[config.mk]
export PLATFORM = sky130hd
export DESIGN_NAME = spi_mem_bridge
export DESIGN_NICKNAME = d
export VERILOG_FILES = /design/src/rtl/spi_mem_bridge.sv
export SDC_FILE = /design/constraint.sdc
export NUM_CORES = 1
export LEC_CHECK = 0
export CORE_MARGIN = 2
export CORE_UTILIZATION = 46
export DETAILED_ROUTE_END_ITERATION = 8
export MAX_ROUTING_LAYER = met4
export PLACE_DENSITY = 0.72
export SETUP_SLACK_MARGIN = 0.2
export SYNTH_ARGS = -nofsm -noshare
export SYNTH_HDL_FRONTEND = slang
export SYNTH_SLANG_ARGS = --single-unit
[constraint.sdc]
create_clock -name clk -period 2 [get_ports clk]
set_input_delay 0.4 -clock clk [delete_from_list [all_inputs] [get_ports clk]]
set_output_delay 0.4 -clock clk [all_outputs]
set_load 0.02 [all_outputs]
[src/rtl/spi_mem_bridge.sv]
// spi_mem_bridge: mode-0 SPI master for serial ROM/RAM parts.
// Sends a READ (0x03) or WRITE (0x02) command, an MSB-first address and a burst.
module spi_mem_bridge #(
    parameter int ADDR_W  = 16,
    parameter int NUM_CS  = 2,
    parameter int CLK_DIV = 1,
    parameter int LEN_W   = 4
) (
    input  logic                    clk,
    input  logic                    rst,
    input  logic                    start,
    input  logic                    write,
    input  logic [((NUM_CS > 1) ? $clog2(NUM_CS) : 1)-1:0] cs_sel,
    input  logic [ADDR_W-1:0]       address,
    input  logic [LEN_W-1:0]        len,
    input  logic [7:0]              wdata,
    output logic                    wdata_ready,
    output logic [7:0]              rdata,
    output logic                    rdata_valid,
    output logic                    busy,
    output logic                    done,
    output logic                    err,
    output logic                    sclk,
    output logic                    mosi,
    input  logic                    miso,
    output logic [NUM_CS-1:0]       cs_n
);

    localparam int CS_W  = (NUM_CS > 1) ? $clog2(NUM_CS) : 1;
    localparam int DIV_W = (CLK_DIV > 1) ? $clog2(CLK_DIV) : 1;
    localparam int AB    = ADDR_W / 8;
    localparam int BC_W  = LEN_W + 1;

    typedef enum logic [2:0] {
        IDLE,
        CMD,
        ADDR,
        DATA,
        FINISH
    } state_t;

    state_t            state_q, state_d;
    logic [DIV_W-1:0]  div_q, div_d;
    logic [2:0]        bit_q, bit_d;
    logic [BC_W-1:0]   byte_q, byte_d;
    logic [7:0]        tx_q, tx_d;
    logic [6:0]        rx_q, rx_d;
    logic [ADDR_W-1:0] addr_q, addr_d;
    logic [LEN_W-1:0]  len_q, len_d;
    logic              wr_q, wr_d;

    logic              sclk_d, mosi_d;
    logic [NUM_CS-1:0] cs_n_d;
    logic              busy_d, done_d, err_d;
    logic              wready_d, rvalid_d;
    logic [7:0]        rdata_d;
    logic [7:0]        nb;
    logic              tick;
    logic              cs_ok;

    assign tick  = (div_q == DIV_W'(CLK_DIV - 1));
    assign cs_ok = ({1'b0, cs_sel} < (CS_W + 1)'(NUM_CS));

    always_comb begin
        state_d  = state_q;
        div_d    = div_q;
        bit_d    = bit_q;
        byte_d   = byte_q;
        tx_d     = tx_q;
        rx_d     = rx_q;
        addr_d   = addr_q;
        len_d    = len_q;
        wr_d     = wr_q;
        sclk_d   = sclk;
        mosi_d   = mosi;
        cs_n_d   = cs_n;
        busy_d   = busy;
        rdata_d  = rdata;
        done_d   = 1'b0;
        err_d    = 1'b0;
        wready_d = 1'b0;
        rvalid_d = 1'b0;
        nb       = 8'h00;

        unique case (state_q)
            IDLE: begin
                if (start && cs_ok) begin
                    state_d = CMD;
                    wr_d    = write;
                    addr_d  = address;
                    len_d   = len;
                    busy_d  = 1'b1;
                    for (int i = 0; i < NUM_CS; i++)
                        cs_n_d[i] = (CS_W'(i) != cs_sel);
                    nb      = write ? 8'h02 : 8'h03;
                    mosi_d  = nb[7];
                    tx_d    = {nb[6:0], 1'b0};
                    sclk_d  = 1'b0;
                    div_d   = '0;
                    bit_d   = '0;
                    byte_d  = '0;
                end else if (start) begin
                    err_d = 1'b1;
                end
            end

            CMD, ADDR, DATA: begin
                if (!tick) begin
                    div_d = div_q + 1'b1;
                end else if (!sclk) begin
                    div_d  = '0;
                    sclk_d = 1'b1;
                end else begin
                    div_d  = '0;
                    sclk_d = 1'b0;
                    rx_d   = {rx_q[5:0], miso};
                    if (bit_q != 3'd7) begin
                        bit_d  = bit_q + 3'd1;
                        mosi_d = tx_q[7];
                        tx_d   = {tx_q[6:0], 1'b0};
                    end else begin
                        // byte boundary: pick the next byte to shift
                        bit_d  = '0;
                        byte_d = byte_q + 1'b1;
                        if (state_q == DATA && !wr_q) begin
                            rdata_d  = {rx_q, miso};
                            rvalid_d = 1'b1;
                        end
                        if (state_q == CMD) begin
                            state_d = ADDR;
                            byte_d  = '0;
                            nb      = addr_q[ADDR_W-1 -: 8];
                            addr_d  = addr_q << 8;
                        end else if (state_q == ADDR) begin
                            if (byte_q == BC_W'(AB - 1)) begin
                                state_d  = DATA;
                                byte_d   = '0;
                                nb       = wr_q ? wdata : 8'h00;
                                wready_d = wr_q;
                            end else begin
                                nb     = addr_q[ADDR_W-1 -: 8];
                                addr_d = addr_q << 8;
                            end
                        end else if (byte_q == {1'b0, len_q}) begin
                            state_d = FINISH;
                            cs_n_d  = '1;
                            done_d  = 1'b1;
                        end else begin
                            nb       = wr_q ? wdata : 8'h00;
                            wready_d = wr_q;
                        end
                        mosi_d = nb[7];
                        tx_d   = {nb[6:0], 1'b0};
                    end
                end
            end

            FINISH: begin
                state_d = IDLE;
                busy_d  = 1'b0;
            end

            default: begin
                state_d = IDLE;
            end
        endcase
    end

    always_ff @(posedge clk or posedge rst) begin
        if (rst) begin
            state_q     <= IDLE;
            div_q       <= '0;
            bit_q       <= '0;
            byte_q      <= '0;
            tx_q        <= '0;
            rx_q        <= '0;
            addr_q      <= '0;
            len_q       <= '0;
            wr_q        <= 1'b0;
            sclk        <= 1'b0;
            mosi        <= 1'b0;
            cs_n        <= '1;
            busy        <= 1'b0;
            done        <= 1'b0;
            err         <= 1'b0;
            wdata_ready <= 1'b0;
            rdata_valid <= 1'b0;
            rdata       <= 8'h00;
        end else begin
            state_q     <= state_d;
            div_q       <= div_d;
            bit_q       <= bit_d;
            byte_q      <= byte_d;
            tx_q        <= tx_d;
            rx_q        <= rx_d;
            addr_q      <= addr_d;
            len_q       <= len_d;
            wr_q        <= wr_d;
            sclk        <= sclk_d;
            mosi        <= mosi_d;
            cs_n        <= cs_n_d;
            busy        <= busy_d;
            done        <= done_d;
            err         <= err_d;
            wdata_ready <= wready_d;
            rdata_valid <= rvalid_d;
            rdata       <= rdata_d;
        end
    end

endmodule

# == Word-level counts from Yosys, hierarchy flattened ==
# Cells that the tools add are included.
# word_totals
latch_bits,0
n_memories,0
word_cells,140
ff_bits,64
output_inout_bits,17
mem_bits_ro,0
ramBits,0
# op_classes
shift,0
mux,82
multipliers,0
n_bitwise,3
div_mod_pow,0
addsub,3
n_eq_ne,18
n_reduce_logical,17
n_lt_le_gt_ge,0
# ops
op,count
$mux 16,7
$mux 8,9
$mux 3,12
$mux 5,7
$pmux 16 s2,1
$mux 1,30
$pmux 8 s2,1
$mux 2,7
$ne 2x2->1 const B,7
$pmux 3 s2,2
$pmux 5 s2,1
$reduce_and 5->1,2
$ne 3x3->1 const B,3
$ne 4x4->1 const B,2
$pmux 1 s2,4
$reduce_and 8->1,1
$reduce_and 7->1,1
$eq 3x2->1 const B,2
$reduce_and 2->1,3
$reduce_and 3->1,2
$reduce_and 6->1,1
$add 5x1->5 const B,1
$eq 5x1->1 const B,1
$eq 5x4->1,1
12 further kinds,15

# == Logic depth before layout (Yosys ltp) ==
# logic_depth
depth_word,8
ltp_mapped,8

# == Least setup slack after synthesis ==
# No wires, ideal clock.
# synth_timing
kind,reg-to-reg
from,register bit_q[0]
to,register addr_q[8]
slack_ns,0.053
period_less_slack_ns,1.947
arrival_ns,1.822
stages_incl_launch_ff,9
required_time_ns,1.875
setup_time_ns,0.125
cell_sequence,dfrtp_1 -> ha_1 -> ha_1 -> clkbuf_1 -> o211ai_1 -> a21oi_4 -> o21ai_4 -> buf_6 -> mux2_4
# synth_between
elab_chain_cells,3
# synth_rtl
item,line_no,source
from (decl),44,"logic [2:0] bit_q, bit_d;"
from (signal assigned),192,bit_q <= bit_d;
$ne 3x3->1,117,if (bit_q != 3'd7) begin
$ne 2x2->1 (no source line),--,
$reduce_and 7->1 (no source line),--,
to (signal assigned),196,addr_q <= addr_d;
to (decl),48,"logic [ADDR_W-1:0] addr_q, addr_d;"
# Every way passes these cells.
# A chain may end at the register's enable or synchronous reset.

# == Final worst setup path ==
# layout_timing
from,register bit_q[0]
to,register addr_q[15]
# Same word-level chain as after synthesis.

==> impl_metrics.toml <==
[status]
status = "complete, no violations"

[critical_path]
cp_num_buf_inv = 1
r2r_cells = 7
startpoint_type = "flop"
slowest_delay_ps = 390
worstPathArrival_ps = 2020
crit_chain = "ha_2 -> ha_4 -> o211ai_1 -> a21oi_4 -> o21ai_4 -> buf_6 -> mux2_2"
cpMaxStageDelayCell = "dfrtp_1"
rr_endpoint = "addr_q[15]"
r2r_slack_ps = 190
startpoint = "bit_q[0]"
path_delay_family = "compound AO/OA/AOI/OAI gates"
timing.rr.start = "bit_q[0]"
cp.depth = 7
crit_end = "addr_q[15]"
path_class = "flop to flop"
critPathRequiredTime_ps = 2210
end_kind = "flop"
cp_max_fo = 5

[floorplan]
io_pins = 51
initial_core_util_pct = 46.8
fp.dieW_um = 89.2
die_h_um = 89.2
dieArea_mm2 = 0.00796
num_rows = 31
core_area_mm2 = 0.00714

[sta]
worst_pin_slew_ps = 582
setup_tns_ps = 0
fin_crit_ps = 1810
hold_viol = 0
max_slew_margin_pct = 61.1
slew_violations = 0
period_share_pct = 90.4
finalClockSkew_ps = 5.08
finalSetupViolCount = 0
hold_ws_ps = 388
rsz0062_at_grt = "true"
max_freq_ghz = 0.553

[drt]
num_vias = 2690
drt_iter0_markers = 198
wl_um = 7270
avgRoutedWirePerCell_um = 14.7
drtAntennaViolNets = 0
drt_first_pass_iters = 4
via_per_inst = 5.45
drc = 0

[clock_tree]
cts_buffers = 9
numClockSinks = 62
insertion_delay_ps = 330
cts_tree = "done"
cts.clk_slew.worst_paths_ps = 70
clk_path_buf_depth = 2
cts_root_buf = "clkbuf_8"
htree_levels = 3
holdBufCountCts = 0

[logic_synthesis]
synth_top_cell_by_area = "dfrtp_1"
yosysWarnings = 0
yosysMostFrequentCell = "dfrtp_1"
synth_area_leaders = "dfrtp_1 45%, mux2_2 9.1%, o21ai_0 4.9%, nand2_1 2.8%, o211ai_1 2.7%"
ys_top_cells_by_count = "60 x dfrtp_1, 33 x o21ai_0, 27 x mux2_2, 25 x nand2_1"
syn-cell-area_mm2 = 0.00334
ys.flop_type = "dfrtp_1"
seq_area_frac_synth_pct = 46.5
synth_top_area_share_pct = 45.0
avgSynthCellArea_um2 = 10.4
async_flop_share_pct = 100
synthCells = 322
synth_edf_count = 0
synth_nets = 360
synth_cell_types = 49
synth-seq-cells = 62

[layout]
multi_input_area_mm2 = 0.00166
stdcell_area_mm2 = 0.00443
nets = 429
register_area_mm2 = 0.00156
drive_above_1_share_pct = 25.3
n_antenna_cell = 0
final_cells = 494
syn_to_final_growth_pct = 32.7
fillers = 603

[placement]
place_hpwl_um = 5140
placed_cells = 470
placed_cell_area_mm2 = 0.00406
gp_congestion = 0.859
portBuffers = 49

[flow_run]
maxCapViolations = 0

[global_routing]
grt_pass1_vias = 2604
antenna_found_initial = 0
grt_max_degree = 42
track_usage_pct = 20.4
grt_overflow_total = 0
grt_pass1_wl_um = 12100

[pwr]
power_density_mw_per_mm2 = 1380
p_total_uw = 6130
leakage_uw = 0.00189
peakVddDrop_v = 0.000674

[worst_hold_path]
hp-class = "primary input to async pin"
## metrics by stage
stage                     utilization, %  setup WS (ps)
after floorplan                        -           78.9
after detailed placement            56.9           -158
final                               62.1            192
after CTS                           60.7            178
after global routing                62.1            127
after global placement              56.9           -137
## where the power goes
| part | total, uW | switching (uW) | internal [uW] | leakage (uW) |
|---|---|---|---|---|
| sequential | 2090 | 364 | 1720 | 0.000791 |
| clock | 1310 | 460 | 853 | 0.000119 |
| combinational | 2730 | 1350 | 1370 | 0.000977 |
## what timing repair did
item / CTS / global route
resized for setup: 9 / 14
endpoints found under the hold margin: 0 / 0
setup buffers: 4 / 5
endpoints found under the setup margin: 30 / 27
pin swaps: 3 / 4
## cells in the final DEF (no fill, tap or decap), drive strengths merged, types with 6 or more instances in the layout
cell type / synthesis / final
o21ai: 34 / 34
clkdlybuf4s50: 0 / 46
o211ai: 12 / 12
inv: 16 / 15
nor2: 12 / 12
dfrtp: 60 / 60
mux2i: 8 / 8
a22oi: 7 / 7
mux2: 29 / 29
a21boi: 6 / 6
nand2: 25 / 25
a21oi: 13 / 13
nand3: 7 / 7
nor4b: 8 / 8
buf: 8 / 34
clkbuf: 17 / 11
a211oi: 8 / 8
## logic make-up (layout without fill, tap and decap cells)
logic type	Yosys count	after routing	share of synthesized area [%]
compound gates	100	100	20.0
simple gates	71	71	12.3
flops	62	62	46.5
buf+inv	41	114	5.51
mux	37	37	12.4
xor+xnor	6	6	1.57
fa+ha+maj	4	4	1.50
other cells	1	1	0.112
## worst min-delay path by stage
stage | end | depth (start not counted)
detailed placement | rx_q[6] | 1
floorplan | bit_q[2] | 1
CTS | len_q[3] | 2
global route | sclk | 2
global placement | rx_q[6] | 1
finish | len_q[3] | 2
## metal layers
layer | part of all wire, % | track usage (%) | vias to the layer above
met5 | 0 | - | -
met4 | 0.96 | 4.48 | 0
met3 | 4.4 | 5.63 | 7
met2 | 47 | 31.1 | 60
met1 | 48 | 27.5 | 1311
li1 | - | - | 1312
## sequential cells by signal (all words and copies together), names as in the netlist, 2 cells and up
signal	cells
addr_q	16
bit_q	3
byte_q	5
cs_n	2
len_q	4
rdata	8
rx_q	7
state_q	3
tx_q	7
## area by class of cell
type,count,share of cell area [%]
Inverter,16,1.44
Tap cell,99,2.80
Multi-Input combinational cell,219,37.5
Clock buffer,11,3.19
Sequential cell,62,35.1
Timing Repair Buffer,83,17.8
Clock inverter,4,2.15
No activity file was read; power rests on OpenSTA's default activity.
==> patch 1, RTL diff (same settings) <==
The output `err` loses its register stage (`err` becomes a continuous assignment).
--- a/src/rtl/spi_mem_bridge.sv
+++ b/src/rtl/spi_mem_bridge.sv
@@ -183,5 +183,4 @@
             busy        <= 1'b0;
             done        <= 1'b0;
-            err         <= 1'b0;
             wdata_ready <= 1'b0;
             rdata_valid <= 1'b0;
@@ -202,5 +201,4 @@
             busy        <= busy_d;
             done        <= done_d;
-            err         <= err_d;
             wdata_ready <= wready_d;
             rdata_valid <= rvalid_d;
@@ -209,4 +207,6 @@
     end
 
+    assign err = err_d;
+
 endmodule
 
Function: kept (equiv_simple and equiv_induct, registers matched by name and starting in step).
==> patch 1 against the unedited design <==
Maximum frequency down 5.0%. Worst setup slack lost 0.094 ns. Final cell count shrank 8.1%. Area after synthesis down 8.5%. Routed wire length grew 4.3%. Sequential share of layout area is 0.10 points higher. Worst hold slack better by 0.031 ns. Cell area decreased by 0.45%. Sequential cell count unchanged. Die area is 8.2% lower.
Power is not compared: it rests on default switching activity, and its combinational part moved more than twofold at a synthesized area within 25%.
==> patch 1: results (changes against the unedited design) <==
[grt]
grtUsageTotal_pct=20.08  ; was 20.43%
grt_first_pass_wirelength_um=11100  ; was 12080 um
grt_start_max_net_pins=26  ; was 42
grt_pass1_vias=2348  ; was 2604
antenna_found_initial=0  ; unchanged

[logic_synthesis]
synthAdderAreaFrac_pct=1.639  ; was 1.499%
synth_mux_area_share_pct=8.398  ; was 12.40%
seq_area_frac_synth_pct=50.88  ; was 46.53%
synthXorXnorAreaFrac_pct=1.434  ; was 1.574%
synth_compound_area_share_pct=19.17  ; was 20.04%
synth_most_common_cell=dfrtp_1  ; unchanged
synth_common_cells=dfrtp_1, nand2_1, mux2_2  ; was dfrtp_1, o21ai_0, mux2_2
synth_top_cells_by_area=dfrtp_1, mux2_2, nand2_1, a21oi_1, nand4_1  ; was dfrtp_1, mux2_2, o21ai_0, nand2_1, o211ai_1
async_reset_ff_share_pct=100.0  ; unchanged
synthDistinctLibCells=54  ; was 49
synth_fp_nets=322  ; was 360

[place]
numPortBuffers=49  ; unchanged
place.detailed.hpwl_um=4848  ; was 5141 um
pre_cts_ws_ns=-0.2416  ; was -0.1581 ns
gp_congestion=0.9541  ; was 0.8587

[worst_setup_path]
worstReg2RegStart=byte_q[1]  ; was bit_q[0]
rr_worst_depth=7  ; unchanged
crit_arrival_ns=2.11  ; was 2.02 ns
critPathMaxFanout=7  ; was 5
reg2reg_slack_ns=0.1  ; was 0.19 ns
startpoint_type=flip-flop  ; unchanged
r2r_end=tx_q[1]  ; was addr_q[15]

[final_layout]
diodes=0  ; unchanged
nFillCells=490  ; was 603
drive_gt1_share_pct=34.48  ; was 25.32%
largestRegisters=addr_q x16, rdata x8  ; unchanged
fin_nets=412  ; was 429

[route]
vias=2598  ; was 2690
wl_met2_um=3916  ; was 3417 um
dr.pass1.iters=4  ; unchanged
wirelength_um=7581  ; was 7270 um
topRoutingLayerUsed=met4  ; unchanged
first_iter_violations=197  ; was 198
drt-met1-wl_um=3165  ; was 3459 um
met3WireLength_um=351  ; was 323 um

[clocking]
clkTransAtPathRegs_ns=0.07  ; about the same
cts_root_buf=clkbuf_8  ; unchanged
cts.path.max_buffers=2  ; unchanged
clk_latency_ns=0.34
numCtsBuffers=9  ; unchanged

[timing]
hold_ws_ns=0.4189  ; was 0.3881 ns
skew_ns=0.008490  ; was 0.005084 ns

[hold_path]
min_path_type=primary input to async pin  ; unchanged

[power]
vdd_drop_max_uv=438.7
leakage_uw=0.001975

[status]
status=finished clean  ; unchanged

-- patch 1: cell count changes in the layout (fill, tap and decap cells not counted), sizes merged, moves of 9 or more --
| cell | change |
|---|---|
| nand4 | +12 |
| o211ai | -9 |
| inv | -10 |
| buf | +14 |
| o21ai | -22 |
-- patch 1: per-stage QoR --
stage          instance area [um2]  TNS, ns  std cells
6_report                      4412        0        454
5_1_grt                       4412        0        454
4_1_cts                       4068        0        439
3_5_place_dp                  3829   -5.621        420
3_3_place_gp                  3829   -4.057        420
2_1_floorplan                 3069        0        284
-- patch 1: timing repair --
item | CTS | global route
pin swaps | 4 | 9
cloned | 1 | 4
setup buffers | 4 | 11
setup endpoints to repair | 39 | 39
resized for setup | 15 | 49
endpoints found under the hold margin | 0 | 0
hold buffers | 0 | 0
-- patch 1: worst max path at each step --
stage | depth (start not counted) | slack (ns) | end
floorplan | 7 | 0.21 | tx_q[1]
global placement | 6 | -0.16 | addr_q[1]
detailed placement | 6 | -0.24 | addr_q[9]
CTS | 7 | 0.11 | mosi
global route | 7 | 0.04 | tx_q[1]
finish | 7 | 0.1 | tx_q[1]
-- patch 1: layer usage --
| layer | global-route usage, % | up-vias |
|---|---|---|
| met4 | 10.53 | 0 |
| met2 | 30.75 | 72 |
| met3 | 4.377 | 12 |
| li1 | - | 1221 |
| met1 | 24.95 | 1293 |
| met5 | - | - |
-- patch 1: kinds of logic (layout without fill, tap and decap cells) --
family                     after synthesis  after routing
muxes                                   23             23
other                                    1              1
buffers and inverters                   26            119
adders and majority gates                4              4
AOI/OAI and AO/OA                       80             80
DFF                                     62             62
and+or+nand+nor                         83             83
xor gates and xnor gates                 5              5
-- patch 1: where the power goes --
group          leakage [uW]  internal, uW  total, uW  switching [uW]
clock network     0.0000821           466        921             455
logic               0.00107          73.6        118            43.9
registers          0.000821          1260       1270            5.44
-- patch 1: cell type report --
cell class / instances / area, um2 / share of cell area [%]
well taps: 77 / 96.34 / 2.184
multi-input cells: 196 / 1577 / 35.73
repair buffers: 99 / 1003 / 22.75
clock inverters: 2 / 10.01 / 0.2269
inverters: 6 / 26.28 / 0.5956
flip-flops and latches: 62 / 1554 / 35.22
clock buffers: 12 / 145.1 / 3.290
-- patch 1: worst max-delay path: stages (launching register included) --
cell	delay [ns]
dfrtp_1	0.40
inv_2	0.09
ha_4	0.12
or4b_4	0.49
a31oi_4	0.23
buf_12	0.16
mux2i_1	0.19
o211ai_1	0.09
==> patch 2, RTL diff (config.mk and constraints unchanged) <==
Without the edit above. `NUM_CS`: 2 -> 4.
--- a/src/rtl/spi_mem_bridge.sv
+++ b/src/rtl/spi_mem_bridge.sv
@@ -3,5 +3,5 @@
 module spi_mem_bridge #(
     parameter int ADDR_W  = 16,
-    parameter int NUM_CS  = 2,
+    parameter int NUM_CS  = 4,
     parameter int CLK_DIV = 1,
     parameter int LEN_W   = 4
Interface: changed (resized cs_n and cs_sel); port bits go from 51 to 54. The function was not compared with the original's and may differ.
==> patch 2 against the unedited design <==
Cell area grew 2.4%. Maximum frequency down 0.69%. Area after synthesis down 6.6%. Routed wire length is 8.6% higher. Worst setup slack got worse by 0.013 ns. Sequential cell count is 2 higher. Critical path type unchanged. Largest cell class unchanged. Highest routed layer unchanged.
Power is not compared: it rests on default switching activity, and its combinational part moved more than twofold at a synthesized area within 25%.
==> patch 2: results (changes against the unedited design) <==
[worst_setup_path]
critPathMaxFanout=5  ; unchanged
slowest_delay_ns=0.45  ; was 0.39 ns
crit_family=compound AO/OA/AOI/OAI gates  ; unchanged
crit_slowest_cell=dfrtp_2  ; was dfrtp_1
crit_arrival_ns=2.09  ; was 2.02 ns

[power]
vdd_drop_max_uv=336.5
leakage_uw=0.002012

[grt]
grtUsageTotal_pct=21.39  ; was 20.43%
grt_first_pass_wirelength_um=11920  ; was 12080 um
antenna_found_initial=0  ; unchanged
grt_start_max_net_pins=65  ; was 42
grt_pass1_vias=2527  ; was 2604

[place]
pre_cts_ws_ns=-0.08441  ; was -0.1581 ns
numPortBuffers=52  ; was 49
place.detailed.hpwl_um=4802  ; was 5141 um
place_area_mm2=0.003810  ; was 0.004059 mm2
gp_congestion=0.8820  ; was 0.8587

[hold_path]
min_path_type=primary input to async pin  ; unchanged

[final_layout]
nFillCells=474  ; was 603
drive_gt1_share_pct=38.54  ; was 25.32%
largestRegisters=addr_q x16, rdata x8  ; unchanged
diodes=0  ; unchanged
fin_nets=418  ; was 429

[route]
met3WireLength_um=306  ; was 323 um
dr.pass1.iters=4  ; unchanged
vias_per_cell=5.569  ; was 5.445
topRoutingLayerUsed=met4  ; unchanged
wirelength_um=7894  ; was 7270 um
wl_met2_um=4004  ; was 3417 um
first_iter_violations=109  ; was 198
drt-met1-wl_um=3352  ; was 3459 um

[clocking]
cts_root_buf=clkbuf_8  ; unchanged
h-tree-depth=3  ; unchanged
clk_latency_ns=0.34
cts.path.max_buffers=2  ; unchanged
clkTransAtPathRegs_ns=0.07  ; about the same
numCtsBuffers=9  ; unchanged

[logic_synthesis]
async_reset_ff_share_pct=100.0  ; unchanged
synth_fp_nets=330  ; was 360
synth_common_cells=dfrtp_1, nand2_1, o21ai_0  ; was dfrtp_1, o21ai_0, mux2_2
synth_top_area_share_pct=48.12  ; was 44.96%
seq_area_frac_synth_pct=51.48  ; was 46.53%
synthDistinctLibCells=59  ; was 49
synth_top_cells_by_area=dfrtp_1, mux2_2, nand2_1, o21ai_0, dfstp_2  ; was dfrtp_1, mux2_2, o21ai_0, nand2_1, o211ai_1
yosys_warnings=0  ; unchanged

[status]
status=finished clean  ; unchanged

[flow_run]
cap_violations=0  ; unchanged

[timing]
skew_ns=0.01167  ; was 0.005084 ns

patch 2: changes by cell type in the layout (fill, tap and decap cells not counted), moves of 10 or more:
| cell | unedited run | this run |
|---|---|---|
| inv_1 | 14 | 3 |
| o21ai_0 | 32 | 7 |
| nand2_4 | 0 | 11 |
| mux2_2 | 26 | 16 |
| o21ai_2 | 0 | 15 |
| o211ai_1 | 12 | 0 |
patch 2: final cells by class:
cell class,instances,area share (%)
Clock buffer,10,2.813
Inverter,6,0.5792
Multi-Input combinational cell,206,36.87
Sequential cell,64,35.55
Timing Repair Buffer,92,21.18
Clock inverter,6,0.7998
Tap cell,80,2.206
patch 2: per-stage QoR:
stage,cells,hold slack (ns),utilization (%),power [uW],TNS (ns)
2_1_floorplan,291,0.4493,-,1431,0
3_3_place_gp,425,0.4633,57.02,1540,0
3_5_place_dp,425,0.4748,57.02,1543,-0.5163
4_1_cts,452,0.4888,62.88,2481,0
5_1_grt,464,0.5133,67.90,2589,0
6_report,464,0.4945,67.90,2479,0
patch 2: cell families (layout without fill, tap and decap cells):
family | Yosys count | after routing | synth area share [%]
and+or+nand+nor | 96 | 96 | 16.20
AOI/OAI and AO/OA | 74 | 74 | 16.16
DFF | 64 | 64 | 51.48
muxes | 26 | 26 | 8.982
buffers and inverters | 21 | 114 | 4.049
xor gates and xnor gates | 5 | 5 | 1.403
adders and majority gates | 4 | 4 | 1.604
other | 1 | 1 | 0.1202
patch 2: tightest hold or removal path: stages:
cell and delay (ns):
clkdlybuf4s50_1 0.44, clkinvlp_4 0.09, buf_12 0.30
patch 2: power breakdown:
part / switching, uW / internal [uW]
sequential: 19.0 / 1320
clock: 508 / 443
combinational: 85.3 / 103
total: 612 / 1870
patch 2: path summary, 6_finish.rpt:
check / startpoint / to / slack (ns) / depth (start not counted)
worst max-delay path: state_q[0] / cs_n[1] / 0.18 / 6
worst min-delay path: rst / done / 0.49 / 3
worst max register to register: state_q[0] / cs_n[1] / 0.18 / 6
worst min register to register: addr_q[2] / addr_q[2] / 0.50 / 2
max in group asynchronous: rst / cs_n[3] / 1.20 / 3
min in group clk: addr_q[2] / addr_q[2] / 0.50 / 2
patch 2: timing repair:
item / CTS / global route
setup buffers: 8 / 12
setup endpoints to repair: 24 / 35
gates cloned: 3 / 0
gates resized for setup: 39 / 69
pin swaps: 6 / 34
patch 2: layer usage:
layer	vias to the layer above	global-route usage, %
met1	1279	28.07
met4	0	11.08
li1	1218	-
met5	-	-
met2	66	31.33
met3	21	4.571
